`config.mk`:
```
export PLATFORM = sky130hd
export DESIGN_NAME = pc_fetch_sequencer
export DESIGN_NICKNAME = d
export VERILOG_FILES = /design/src/rtl/pc_fetch_sequencer.sv
export SDC_FILE = /design/constraint.sdc
export NUM_CORES = 1
export LEC_CHECK = 0
export ABC_AREA = 1
export CAP_MARGIN = 20
export CORE_ASPECT_RATIO = 0.8
export CORE_MARGIN = 5
export CORE_UTILIZATION = 42
export DETAILED_ROUTE_END_ITERATION = 16
export GPL_TIMING_DRIVEN = 1
export HOLD_SLACK_MARGIN = 0.05
export PLACE_DENSITY = 0.81
export SLEW_MARGIN = 25
export SYNTH_ARGS = -nofsm -noshare
export SYNTH_HDL_FRONTEND = slang
export SYNTH_SLANG_ARGS = --single-unit
```
`constraint.sdc`:
```
create_clock -name clk -period 3.4 [get_ports clk]
set_input_delay 0.68 -clock clk [delete_from_list [all_inputs] [get_ports clk]]
set_output_delay 0.68 -clock clk [all_outputs]
set_load 0.1 [all_outputs]
```
`src/rtl/pc_fetch_sequencer.sv`:
```
// Program-counter fetch sequencer: fetches instruction words over an imem req/ack
// handshake, presents them to decode over valid/ready, and manages start, halt and fetch timeout.
module pc_fetch_sequencer #(
    parameter logic [31:0] RESET_PC = 32'h0000_0000,
    parameter int          MAX_WAIT = 15
) (
    input  logic        clk,
    input  logic        reset,
    input  logic        start,
    output logic        imem_req,
    output logic [31:0] imem_addr,
    input  logic        imem_ack,
    input  logic [31:0] imem_rdata,
    output logic        instr_valid,
    output logic [31:0] instr,
    output logic [31:0] instr_pc,
    input  logic        instr_ready,
    input  logic        redirect,
    input  logic [31:0] redirect_pc,
    input  logic        halt,
    output logic [31:0] pc,
    output logic        running,
    output logic        timeout_err
);

    localparam logic [2:0] IDLE   = 3'd0;
    localparam logic [2:0] FETCH  = 3'd1;
    localparam logic [2:0] ISSUE  = 3'd2;
    localparam logic [2:0] HALTED = 3'd3;
    localparam logic [2:0] ERROR  = 3'd4;

    localparam logic [7:0] WAIT_LAST = 8'(MAX_WAIT - 1);

    logic [2:0]  state;
    logic [7:0]  wait_cnt;
    logic [31:0] redirect_target;
    logic        unused_redirect_lsbs;

    // Redirect targets are always word aligned; the low bits are dropped.
    assign redirect_target      = {redirect_pc[31:2], 2'b00};
    assign unused_redirect_lsbs = &{1'b0, redirect_pc[1:0]};

    assign imem_req    = (state == FETCH);
    assign imem_addr   = pc;
    assign instr_valid = (state == ISSUE);
    assign running     = (state == FETCH) || (state == ISSUE);

    always_ff @(posedge clk or posedge reset) begin
        if (reset) begin
            state       <= IDLE;
            pc          <= RESET_PC;
            instr       <= 32'h0;
            instr_pc    <= 32'h0;
            wait_cnt    <= 8'h0;
            timeout_err <= 1'b0;
        end else begin
            case (state)
                IDLE: begin
                    if (start) begin
                        pc       <= RESET_PC;
                        wait_cnt <= 8'h0;
                        state    <= FETCH;
                    end
                end
                // A redirect outranks an ack arriving in the same cycle, so that word is discarded.
                FETCH: begin
                    if (redirect) begin
                        pc       <= redirect_target;
                        wait_cnt <= 8'h0;
                    end else if (imem_ack) begin
                        instr    <= imem_rdata;
                        instr_pc <= pc;
                        wait_cnt <= 8'h0;
                        state    <= ISSUE;
                    end else if (wait_cnt == WAIT_LAST) begin
                        timeout_err <= 1'b1;
                        state       <= ERROR;
                    end else begin
                        wait_cnt <= wait_cnt + 8'd1;
                    end
                end
                ISSUE: begin
                    if (instr_ready) begin
                        if (halt) begin
                            state <= HALTED;
                        end else if (redirect) begin
                            pc    <= redirect_target;
                            state <= FETCH;
                        end else begin
                            pc    <= pc + 32'd4;
                            state <= FETCH;
                        end
                    end else if (redirect) begin
                        pc    <= redirect_target;
                        state <= FETCH;
                    end
                end
                HALTED: begin
                    if (start) begin
                        pc       <= RESET_PC;
                        wait_cnt <= 8'h0;
                        state    <= FETCH;
                    end
                end
                ERROR: begin
                    state <= ERROR;
                end
                default: begin
                    state <= IDLE;
                end
            endcase
        end
    end

endmodule

```
# Word level (Yosys, flattened, before mapping)
# Index checks and enable logic that the tools add are counted.
# classes
reduce_logical	10
n_mux	19
addsub	2
n_eq_ne	11
n_bitwise	2
# op_table
cell	count
2-to-1 mux 32 bit	5
case mux 32 bit (3 select lines)	1
adder 32 x 3 -> 32 bit, second input constant	1
2-to-1 mux 8 bit	4
2-to-1 mux 3 bit	6
case mux 8 bit (2 select lines)	1
case mux 3 bit (4 select lines)	1
AND reduction 3 bit	3
adder 8 x 1 -> 8 bit, second input constant	1
equality test 8 x 4 -> 1 bit, second input constant	1
AND reduction 4 bit	2
equality test 3 x 2 -> 1 bit, second input constant	2
inequality test 3 x 1 -> 1 bit, second input constant	2
inequality test 4 bit, second input constant	1
equality test 3 x 1 -> 1 bit, second input constant	1
equality test 3 bit, second input constant	1
logical NOT 3 bit	1
inequality test 3 bit, second input constant	1
nonzero test 3 bit	1
2-to-1 mux 2 bit	1
inequality test 2 x 1 -> 1 bit, second input constant	1
inequality test 2 bit, second input constant	1
NOT 1 bit	2
nonzero test 2 bit	1
2 further kinds	2
# word_totals
output_inout_bits	132
inputBits	71
register_bits	108

# Longest topological paths before layout
# Gate-level depths: netlist of the first run.
# depth
depth_word	5
depth_mapped	11
depth_no_buf	11

# Worst setup path after synthesis of the first run
# Ideal clock, no wire load.
# synth_timing
path_type	reg-to-output
start	reg state[0]
end	out running
path_stages_with_launch	5
arrival_time_ns	2.210
slack_ns	0.510
required_time_ns	2.720
cell_sequence	dfrtp_1 inv_2 nor3_4 inv_1 nand2_1
# synth_between
elab_chain_len	2
# synth_rtl
item	line	rtl
from (decl)	34	logic [2:0] state;
from (signal assigned)	50	state <= IDLE;
from (signal assigned)	62	state <= FETCH;
from (signal assigned)	74	state <= ISSUE;
equality test 3 x 1 -> 1 bit	-	
net imem_req	10	output logic imem_req,
logical OR 1 bit	46	assign running = (state == FETCH) || (state == ISSUE);
to (decl)	22	output logic running,
# The timed path passes the listed nets, and every way through them passes these cells.

# Worst setup path after layout of the first run
# layout_timing
start	reg instr[22]
end	out instr[22]
# layout_rtl
item	line	rtl
from (decl)	15	output logic [31:0] instr,
from (signal assigned)	71	instr <= imem_rdata;
# No word-level cell between the ends.

==> results.py, run 1 <==
metrics = {
    "clock_tree": {
        "numCtsBuffers": 9,
        "post_cts_resized": 0,
        "clk_latency_ns": 0.36,
        "post_cts_buffers": 0,
        "h-tree-depth": 3,
        "clock_path_buffers": 2,
        "cts_tree": "built",
        "clk_pin_slew_worst_paths_ns": 0.08,
        "ctsHoldBuffers": 0,
        "cts_num_sinks": 108,
        "clockRootBuffer": "clkbuf_16",
    },
    "synth": {
        "avgSynthCellArea_sq_um": 8.03,
        "yosysTopAreaCellShare": 0.440,
        "seq_area_frac_synth": 0.440,
        "yosysWarnings": 0,
        "yosys_register_bits": 108,
        "synth_area_leader_cell": "dfrtp_1",
        "syn-num-nets": 838,
        "syn_inst": 764,
        "synth_area_sq_mm": 0.00614,
        "synth.distinct_cells": 37,
        "synth_area_leaders": "dfrtp_1, nand2_1, mux2_2, nor2_1, nand3_1",
    },
    "drt": {
        "drc_errors": 0,
        "postRouteAntennaNets": 0,
        "firstDrtPassIters": 6,
        "first_iter_violations": 376,
        "drt-total-wl_microns": 18100,
        "vias": 5744,
        "wl_per_cell_microns": 16.3,
        "vias_per_cell": 5.17,
    },
    "cells_and_area": {
        "final_cell_mix": "nand2_1, nor2_1, dfrtp_1, buf_4, clkdlybuf4s50_1",
        "layout.nets": 996,
        "final_layout_size_suffix_gt1_frac": 0.216,
        "fill_cells": 1326,
        "multi_input_area_sq_mm": 0.00274,
        "insertedDiodeCount": 0,
        "final_common_cell": "nand2_1",
        "area_growth_syn_to_layout_pct": 31.6,
        "regArea_sq_mm": 0.00270,
    },
    "sta": {
        "period_needed_ns": 2.55,
        "finClkSkew_ns": 0.00773,
        "setup_viol_count_final": 0,
        "relSlewSlack": 0.340,
        "slew_viol_final": 0,
        "period_share": 0.749,
        "setup_tns_ns": 0,
        "grt_setup_unrepaired": "false",
        "worstMarginPinSlew_ns": 0.986,
        "fmax_mhz": 393,
        "finalHoldViolations": 0,
    },
    "setup_path": {
        "crit_path_max_fanout": 2,
        "crit_chain": "clkdlybuf4s50_1",
        "crit_path_start_kind": "flop",
        "worstPathRequired_ns": 2.72,
        "worstPathArrival_ns": 1.87,
        "path_buf_inv": 1,
        "crit_slowest_cell": "clkdlybuf4s50_1",
        "cp_top_family": "buffers and inverters",
        "path_class": "flop to primary output",
        "slowest_delay_ns": 1.14,
        "endpoint_kind": "primary output",
    },
    "global_route": {
        "use_met2": 0.318,
        "grt-ovfl-total": 0,
        "antenna_found_initial": 0,
        "busiest_layer": "met2",
        "grt_max_degree": 109,
        "use_met3": 0.0578,
        "met1_usage": 0.297,
        "grt_pass1_vias": 5347,
        "grt_pass1_wl_microns": 29400,
        "groute.usage.overall": 0.208,
    },
    "floorplanning": {
        "fp.dieH_microns": 118,
        "row_count": 39,
        "fp.coreArea_sq_mm": 0.0143,
        "die_x_microns": 145,
        "ios": 203,
        "die_area_sq_mm": 0.0171,
        "initial_utilization": 0.429,
    },
    "run": {
        "max_cap_violations": 0,
    },
    "place": {
        "gp_congestion": 0.846,
        "dpl.hpwl_microns": 13200,
        "port-buffer-count": 200,
    },
    "run_status": {
        "status": "finished clean",
    },
    "worst_hold_path": {
        "hold_path_class": "flop to flop",
    },
}
area by class of cell:
cell class / count / share of cell area
well taps: 184 / 0.0285
multi-input cells: 526 / 0.339
flip-flops and latches: 108 / 0.335
clock inverters: 7 / 0.00991
clock buffers: 9 / 0.0279
repair buffers: 209 / 0.228
inverters: 68 / 0.0321
synthesized netlist by cell type:
cell type	n
nor3_2	1
nor2_1	117
a211oi_1	1
buf_2	11
or2_2	3
nor3_1	22
buf_6	8
nand3_2	1
a21oi_2	2
nand2_4	1
nand3_4	1
mux2_2	42
nand2_2	5
nand3b_1	1
inv_2	4
ha_1	3
nor2_4	2
o21ai_1	16
clkinv_1	1
a31oi_1	3
a22oi_1	3
o21ai_2	7
nand4_1	10
dfrtp_1	108
nor2_2	3
o21ai_0	40
buf_1	3
buf_4	36
nand3_1	63
a21oi_1	28
o22ai_1	1
inv_1	63
nor3_4	1
o211ai_1	5
o221ai_1	1
nand2_1	143
clkbuf_1	4
cell families after synthesis:
family / Yosys count / synth area share
AND/OR/NAND/NOR: 374 / 0.265
multiplexers: 42 / 0.0770
buffers and inverters: 130 / 0.114
flip-flops: 108 / 0.440
adder cells (fa/ha/maj): 3 / 0.00612
AO/OA/AOI/OAI: 107 / 0.0978
layer usage:
metal  routed length [microns]  vias to the layer above  share of wire
met1                      8260                     2642           0.46
li1                          -                     2807              -
met4                       164                        0         0.0090
met2                      8090                      276           0.45
met5                         0                        -              0
met3                      1630                       19          0.090
worst paths after layout:
check / start / to / slack [ns] / cells past startpoint
max: instr[22]$_DFFE_PP0P_ / instr[22] / 0.85 / 1
max reg2reg: imem_addr[2]$_DFFE_PP0P_ / imem_addr[20]$_DFFE_PP0P_ / 1.27 / 10
max in group asynchronous: reset / instr_pc[21]$_DFFE_PP0P_ / 2.14 / 3
min: timeout_err$_DFFE_PP0P_ / timeout_err$_DFFE_PP0P_ / 0.49 / 1
min in group asynchronous: reset / imem_addr[1]$_DFFE_PP0P_ / 0.83 / 3
min reg2reg: timeout_err$_DFFE_PP0P_ / timeout_err$_DFFE_PP0P_ / 0.49 / 1
state kept, by name, indices dropped and copies added (netlist names):
signal,count
imem_addr,32
wait_cnt,8
timeout_err,1
state,3
instr,32
instr_pc,32
through the flow:
| stage | std cells | utilization | hold slack (ns) | setup slack, ns | area (sq um) |
|---|---|---|---|---|---|
| finish | 1111 | 0.565 | 0.487 | 0.854 | 8080 |
| global route | 1111 | 0.565 | 0.516 | 0.805 | 8080 |
| CTS | 1111 | 0.565 | 0.490 | 0.837 | 8080 |
| detailed placement | 1095 | 0.544 | 0.461 | 0.694 | 7770 |
| global placement | 1095 | 0.544 | 0.466 | 0.746 | 7770 |
| floorplan | 764 | - | 0.528 | 0.510 | 6140 |
Power of run 1 is not shown: default switching activity piles up to over one toggle a cycle in this logic, so the estimate is an artifact.
==> run 2, diff against run 1 <==
clock period = 2.25 ns   (was 3.4 ns; I/O delays follow)
==> run 2 against run 1 <==
Compared with the run above: hold slack worse by 0.052 ns; clock skew up 0.0047 ns; highest routed layer unchanged; cell area up 1.8%; cell count up 1.2%; non-clock buffer count is 13 higher; register-to-register slack got worse by 0.98 ns; sequential cell count did not move; sequential share of layout area down 0.55 points; via count up 1.6%; global-route usage rose by 0.42 points; wire length increased by 2.3%; utilization is 1.0 points higher.
==> results.py, run 2 (synthesis gave the netlist of run 1 again) <==
metrics = {
    "run_status": {
        "status": "finished clean",
    },
    "cells_and_area": {
        "fill_cells": 1303,
        "final_cell_mix": "buf_4, nand2_1, nor2_1",
        "final_common_cell": "buf_4",
        "area_growth_syn_to_layout_pct": 34.0,
        "regArea_sq_mm": 0.00271,
        "layout.cells.non_filler": 1124,
        "multi_input_area_sq_mm": 0.00276,
        "stdcell_area_sq_mm": 0.00822,
        "insertedDiodeCount": 0,
        "layout.nets": 1009,
        "final_layout_size_suffix_gt1_frac": 0.265,
    },
    "drt": {
        "drt-total-wl_microns": 18600,
        "firstDrtPassIters": 5,
        "drc_errors": 0,
        "vias": 5835,
        "first_iter_violations": 383,
        "wl_per_cell_microns": 16.5,
        "vias_per_cell": 5.19,
        "postRouteAntennaNets": 0,
    },
    "sta": {
        "slew_viol_final": 0,
        "period_share": 0.940,
        "relSlewSlack": 0.689,
        "setup_tns_ns": 0,
        "setup_viol_count_final": 0,
        "finClkSkew_ns": 0.0125,
        "worstMarginPinSlew_ns": 0.461,
        "setup_slack_ns": 0.135,
        "fmax_mhz": 473,
        "grt_setup_unrepaired": "false",
        "finalHoldViolations": 0,
        "period_needed_ns": 2.12,
    },
    "place": {
        "pre_cts_slack_ns": 0.140,
        "place_area_sq_mm": 0.00793,
        "dpl.hpwl_microns": 14100,
        "port-buffer-count": 200,
        "gp_congestion": 0.885,
        "dp_cells": 1108,
    },
    "setup_path": {
        "rrSetupSlack_ns": 0.29,
        "r2r_cells": 10,
        "path_class": "flop to primary output",
        "worstPathRequired_ns": 1.80,
        "r2r-end": "imem_addr[11]$_DFFE_PP0P_",
        "crit_path_max_fanout": 6,
        "worstPathArrival_ns": 1.67,
        "crit_path_start_kind": "flop",
        "rr_startpoint": "state[1]$_DFFE_PP0P_",
        "endpoint_kind": "primary output",
    },
    "floorplanning": {
        "die_x_microns": 145,
        "initial_utilization": 0.429,
        "row_count": 39,
        "die_area_sq_mm": 0.0171,
        "fp.coreArea_sq_mm": 0.0143,
        "ios": 203,
        "fp.dieH_microns": 118,
    },
    "clock_tree": {
        "cts_num_sinks": 108,
        "numCtsBuffers": 9,
        "clock_path_buffers": 2,
        "h-tree-depth": 3,
        "post_cts_resized": 0,
        "clk_pin_slew_worst_paths_ns": 0.08,
        "clk_latency_ns": 0.36,
        "post_cts_buffers": 0,
        "clockRootBuffer": "clkbuf_16",
        "cts_tree": "built",
        "ctsHoldBuffers": 0,
    },
    "global_route": {
        "grt_pass1_vias": 5582,
        "antenna_found_initial": 0,
        "grt-ovfl-total": 0,
        "grt_pass1_wl_microns": 29900,
        "groute.usage.overall": 0.212,
        "grt_max_degree": 50,
    },
    "run": {
        "max_cap_violations": 0,
    },
    "worst_hold_path": {
        "hold_path_class": "input port to asynchronous set/reset pin",
    },
}
==> run 2: worst max-delay path by stage <==
stage,from,to,cells after the start
5_1_grt,state[0]$_DFFE_PP0P_,running,5
4_1_cts,state[0]$_DFFE_PP0P_,running,5
3_5_place_dp,instr_ready,imem_addr[8]$_DFFE_PP0P_,9
2_1_floorplan,state[0]$_DFFE_PP0P_,running,4
6_report,state[0]$_DFFE_PP0P_,running,5
3_3_place_gp,instr_ready,imem_addr[8]$_DFFE_PP0P_,9
==> run 2: metrics by stage <==
stage	hold slack [ns]	utilization
after floorplan	0.528	-
after global placement	0.466	0.554
after detailed placement	0.460	0.554
after CTS	0.434	0.575
after global routing	0.463	0.575
final	0.434	0.575
==> run 2: worst max-delay path, stage by stage, from the launching register on <==
cell,delay (ns)
dfrtp_1,0.47
inv_2,0.10
nor3_4,0.36
inv_2,0.13
nand2_8,0.09
buf_12,0.17
==> run 2: metal layers <==
| layer | share of wire | wire (microns) | vias up | track usage |
|---|---|---|---|---|
| li1 | - | - | 2829 | - |
| met1 | 0.45 | 8270 | 2692 | 0.301 |
| met2 | 0.45 | 8260 | 293 | 0.325 |
| met3 | 0.094 | 1750 | 21 | 0.0539 |
| met4 | 0.015 | 271 | 0 | 0.0554 |
| met5 | 0 | 0 | - | 0 |
==> run 2: cell type report <==
class	count	share of cell area
inverters	68	0.0315
clock inverters	6	0.00730
clock buffers	10	0.0291
repair buffers	222	0.240
multi-input cells	526	0.335
well taps	184	0.0280
flip-flops and latches	108	0.329
Power of run 2 is left out for the same reason.
==> run 3, diff against run 2 <==
CORE_UTILIZATION = 47   (was 42)
PLACE_DENSITY = 0.86   (was 0.81)
clock period = 2.3 ns   (was 2.25 ns; I/O delays follow)
==> run 3 against run 2 <==
Compared with the run above: cell area shrank 0.58%; wire length shrank 2.1%; non-clock buffer count grew 2; critical path depth is the same; sequential share of layout area grew 0.18 points; critical path type unchanged; largest cell class unchanged.
==> results.py, run 3 (synthesis gave the netlist of run 1 again) <==
metrics = {
    "global_route": {
        "antenna_found_initial": 0,
        "met1_usage": 0.316,
        "use_met2": 0.357,
        "groute.usage.overall": 0.228,
        "busiest_layer": "met2",
        "grt_max_degree": 45,
        "use_met3": 0.0578,
        "grt-ovfl-total": 0,
        "grt_pass1_vias": 5493,
        "grt_pass1_wl_microns": 28200,
    },
    "clock_tree": {
        "clockRootBuffer": "clkbuf_16",
        "ctsHoldBuffers": 0,
        "cts_num_sinks": 108,
        "h-tree-depth": 3,
        "clock_path_buffers": 2,
        "post_cts_buffers": 0,
        "cts_tree": "built",
        "clk_pin_slew_worst_paths_ns": 0.08,
        "clk_latency_ns": 0.35,
        "post_cts_resized": 0,
        "numCtsBuffers": 9,
    },
    "sta": {
        "grt_setup_unrepaired": "false",
        "setup_viol_count_final": 0,
        "setup_slack_ns": 0.106,
        "slew_viol_final": 0,
        "period_needed_ns": 2.19,
        "worstMarginPinSlew_ns": 0.494,
        "fmax_mhz": 456,
        "relSlewSlack": 0.669,
        "period_share": 0.954,
        "finalHoldViolations": 0,
        "finClkSkew_ns": 0.0100,
    },
    "drt": {
        "drc_errors": 0,
        "drt-total-wl_microns": 18200,
        "postRouteAntennaNets": 0,
        "firstDrtPassIters": 6,
        "vias": 5873,
        "wl_per_cell_microns": 16.3,
        "vias_per_cell": 5.26,
        "first_iter_violations": 478,
    },
    "cells_and_area": {
        "area_growth_syn_to_layout_pct": 33.2,
        "insertedDiodeCount": 0,
        "multi_input_area_sq_mm": 0.00276,
        "fill_cells": 1091,
        "layout.nets": 1011,
        "final_layout_size_suffix_gt1_frac": 0.265,
        "final_cell_mix": "buf_4, nand2_1, nor2_1",
        "final_common_cell": "buf_4",
        "regArea_sq_mm": 0.00271,
    },
    "place": {
        "port-buffer-count": 200,
        "dpl.hpwl_microns": 13900,
        "pre_cts_slack_ns": 0.0882,
        "gp_congestion": 0.876,
    },
    "run_status": {
        "status": "finished clean",
    },
    "floorplanning": {
        "fp.dieH_microns": 112,
        "ios": 203,
        "die_x_microns": 138,
        "fp.coreArea_sq_mm": 0.0128,
        "row_count": 37,
        "die_area_sq_mm": 0.0155,
        "initial_utilization": 0.479,
    },
    "setup_path": {
        "crit_path_start_kind": "flop",
        "endpoint_kind": "primary output",
        "worstPathArrival_ns": 1.73,
        "path_class": "flop to primary output",
        "worstPathRequired_ns": 1.84,
        "crit_path_max_fanout": 6,
    },
    "worst_hold_path": {
        "hold_path_class": "flop to flop",
    },
    "run": {
        "max_cap_violations": 0,
    },
}
## run 3: cell count changes in the layout (fill, tap and decap cells not counted), sizes merged
| cell | previous run | this run |
|---|---|---|
| buf | 154 | 156 |
| clkinv | 3 | 2 |
| inv | 70 | 71 |
## run 3: critical path, stage by stage (launching register included)
cell and delay, ns:
dfrtp_1 0.47, inv_2 0.10, nor3_4 0.42, inv_2 0.13, nand2_8 0.09, buf_12 0.17
## run 3: path summary, 6_finish.rpt
path / from / end / slack [ns] / cells after the start
worst min-delay path: timeout_err$_DFFE_PP0P_ / timeout_err$_DFFE_PP0P_ / 0.48 / 1
worst max-delay path: state[0]$_DFFE_PP0P_ / running / 0.11 / 5
worst min register to register: timeout_err$_DFFE_PP0P_ / timeout_err$_DFFE_PP0P_ / 0.48 / 1
max in group asynchronous: reset / instr[11]$_DFFE_PP0P_ / 1.34 / 3
worst max register to register: state[0]$_DFFE_PP0P_ / instr_pc[11]$_DFFE_PP0P_ / 0.27 / 7
min in group asynchronous: reset / imem_addr[7]$_DFFE_PP0P_ / 0.61 / 3
## run 3: through the flow
step	hold WS [ns]	TNS [ns]	instances	cell area, sq um	util
4_1_cts	0.484	0	1117	8180	0.638
5_1_grt	0.491	0	1117	8180	0.638
2_1_floorplan	0.528	-0.409	764	6160	-
6_report	0.482	0	1117	8180	0.638
3_3_place_gp	0.460	0	1101	7880	0.614
3_5_place_dp	0.457	0	1101	7880	0.614
## run 3: layer usage
metal	vias up	share of wire
met3	26	0.10
li1	2814	-
met2	291	0.46
met4	0	0.014
met1	2742	0.43
met5	-	0
## run 3: area by class of cell
type                    count  area share
clock buffers              10      0.0292
clock inverters             6     0.00735
inverters                  68      0.0317
multi-input cells         526       0.337
flip-flops and latches    108       0.331
well taps                 175      0.0268
repair buffers            224       0.237
Power of run 3 is left out for the same reason.
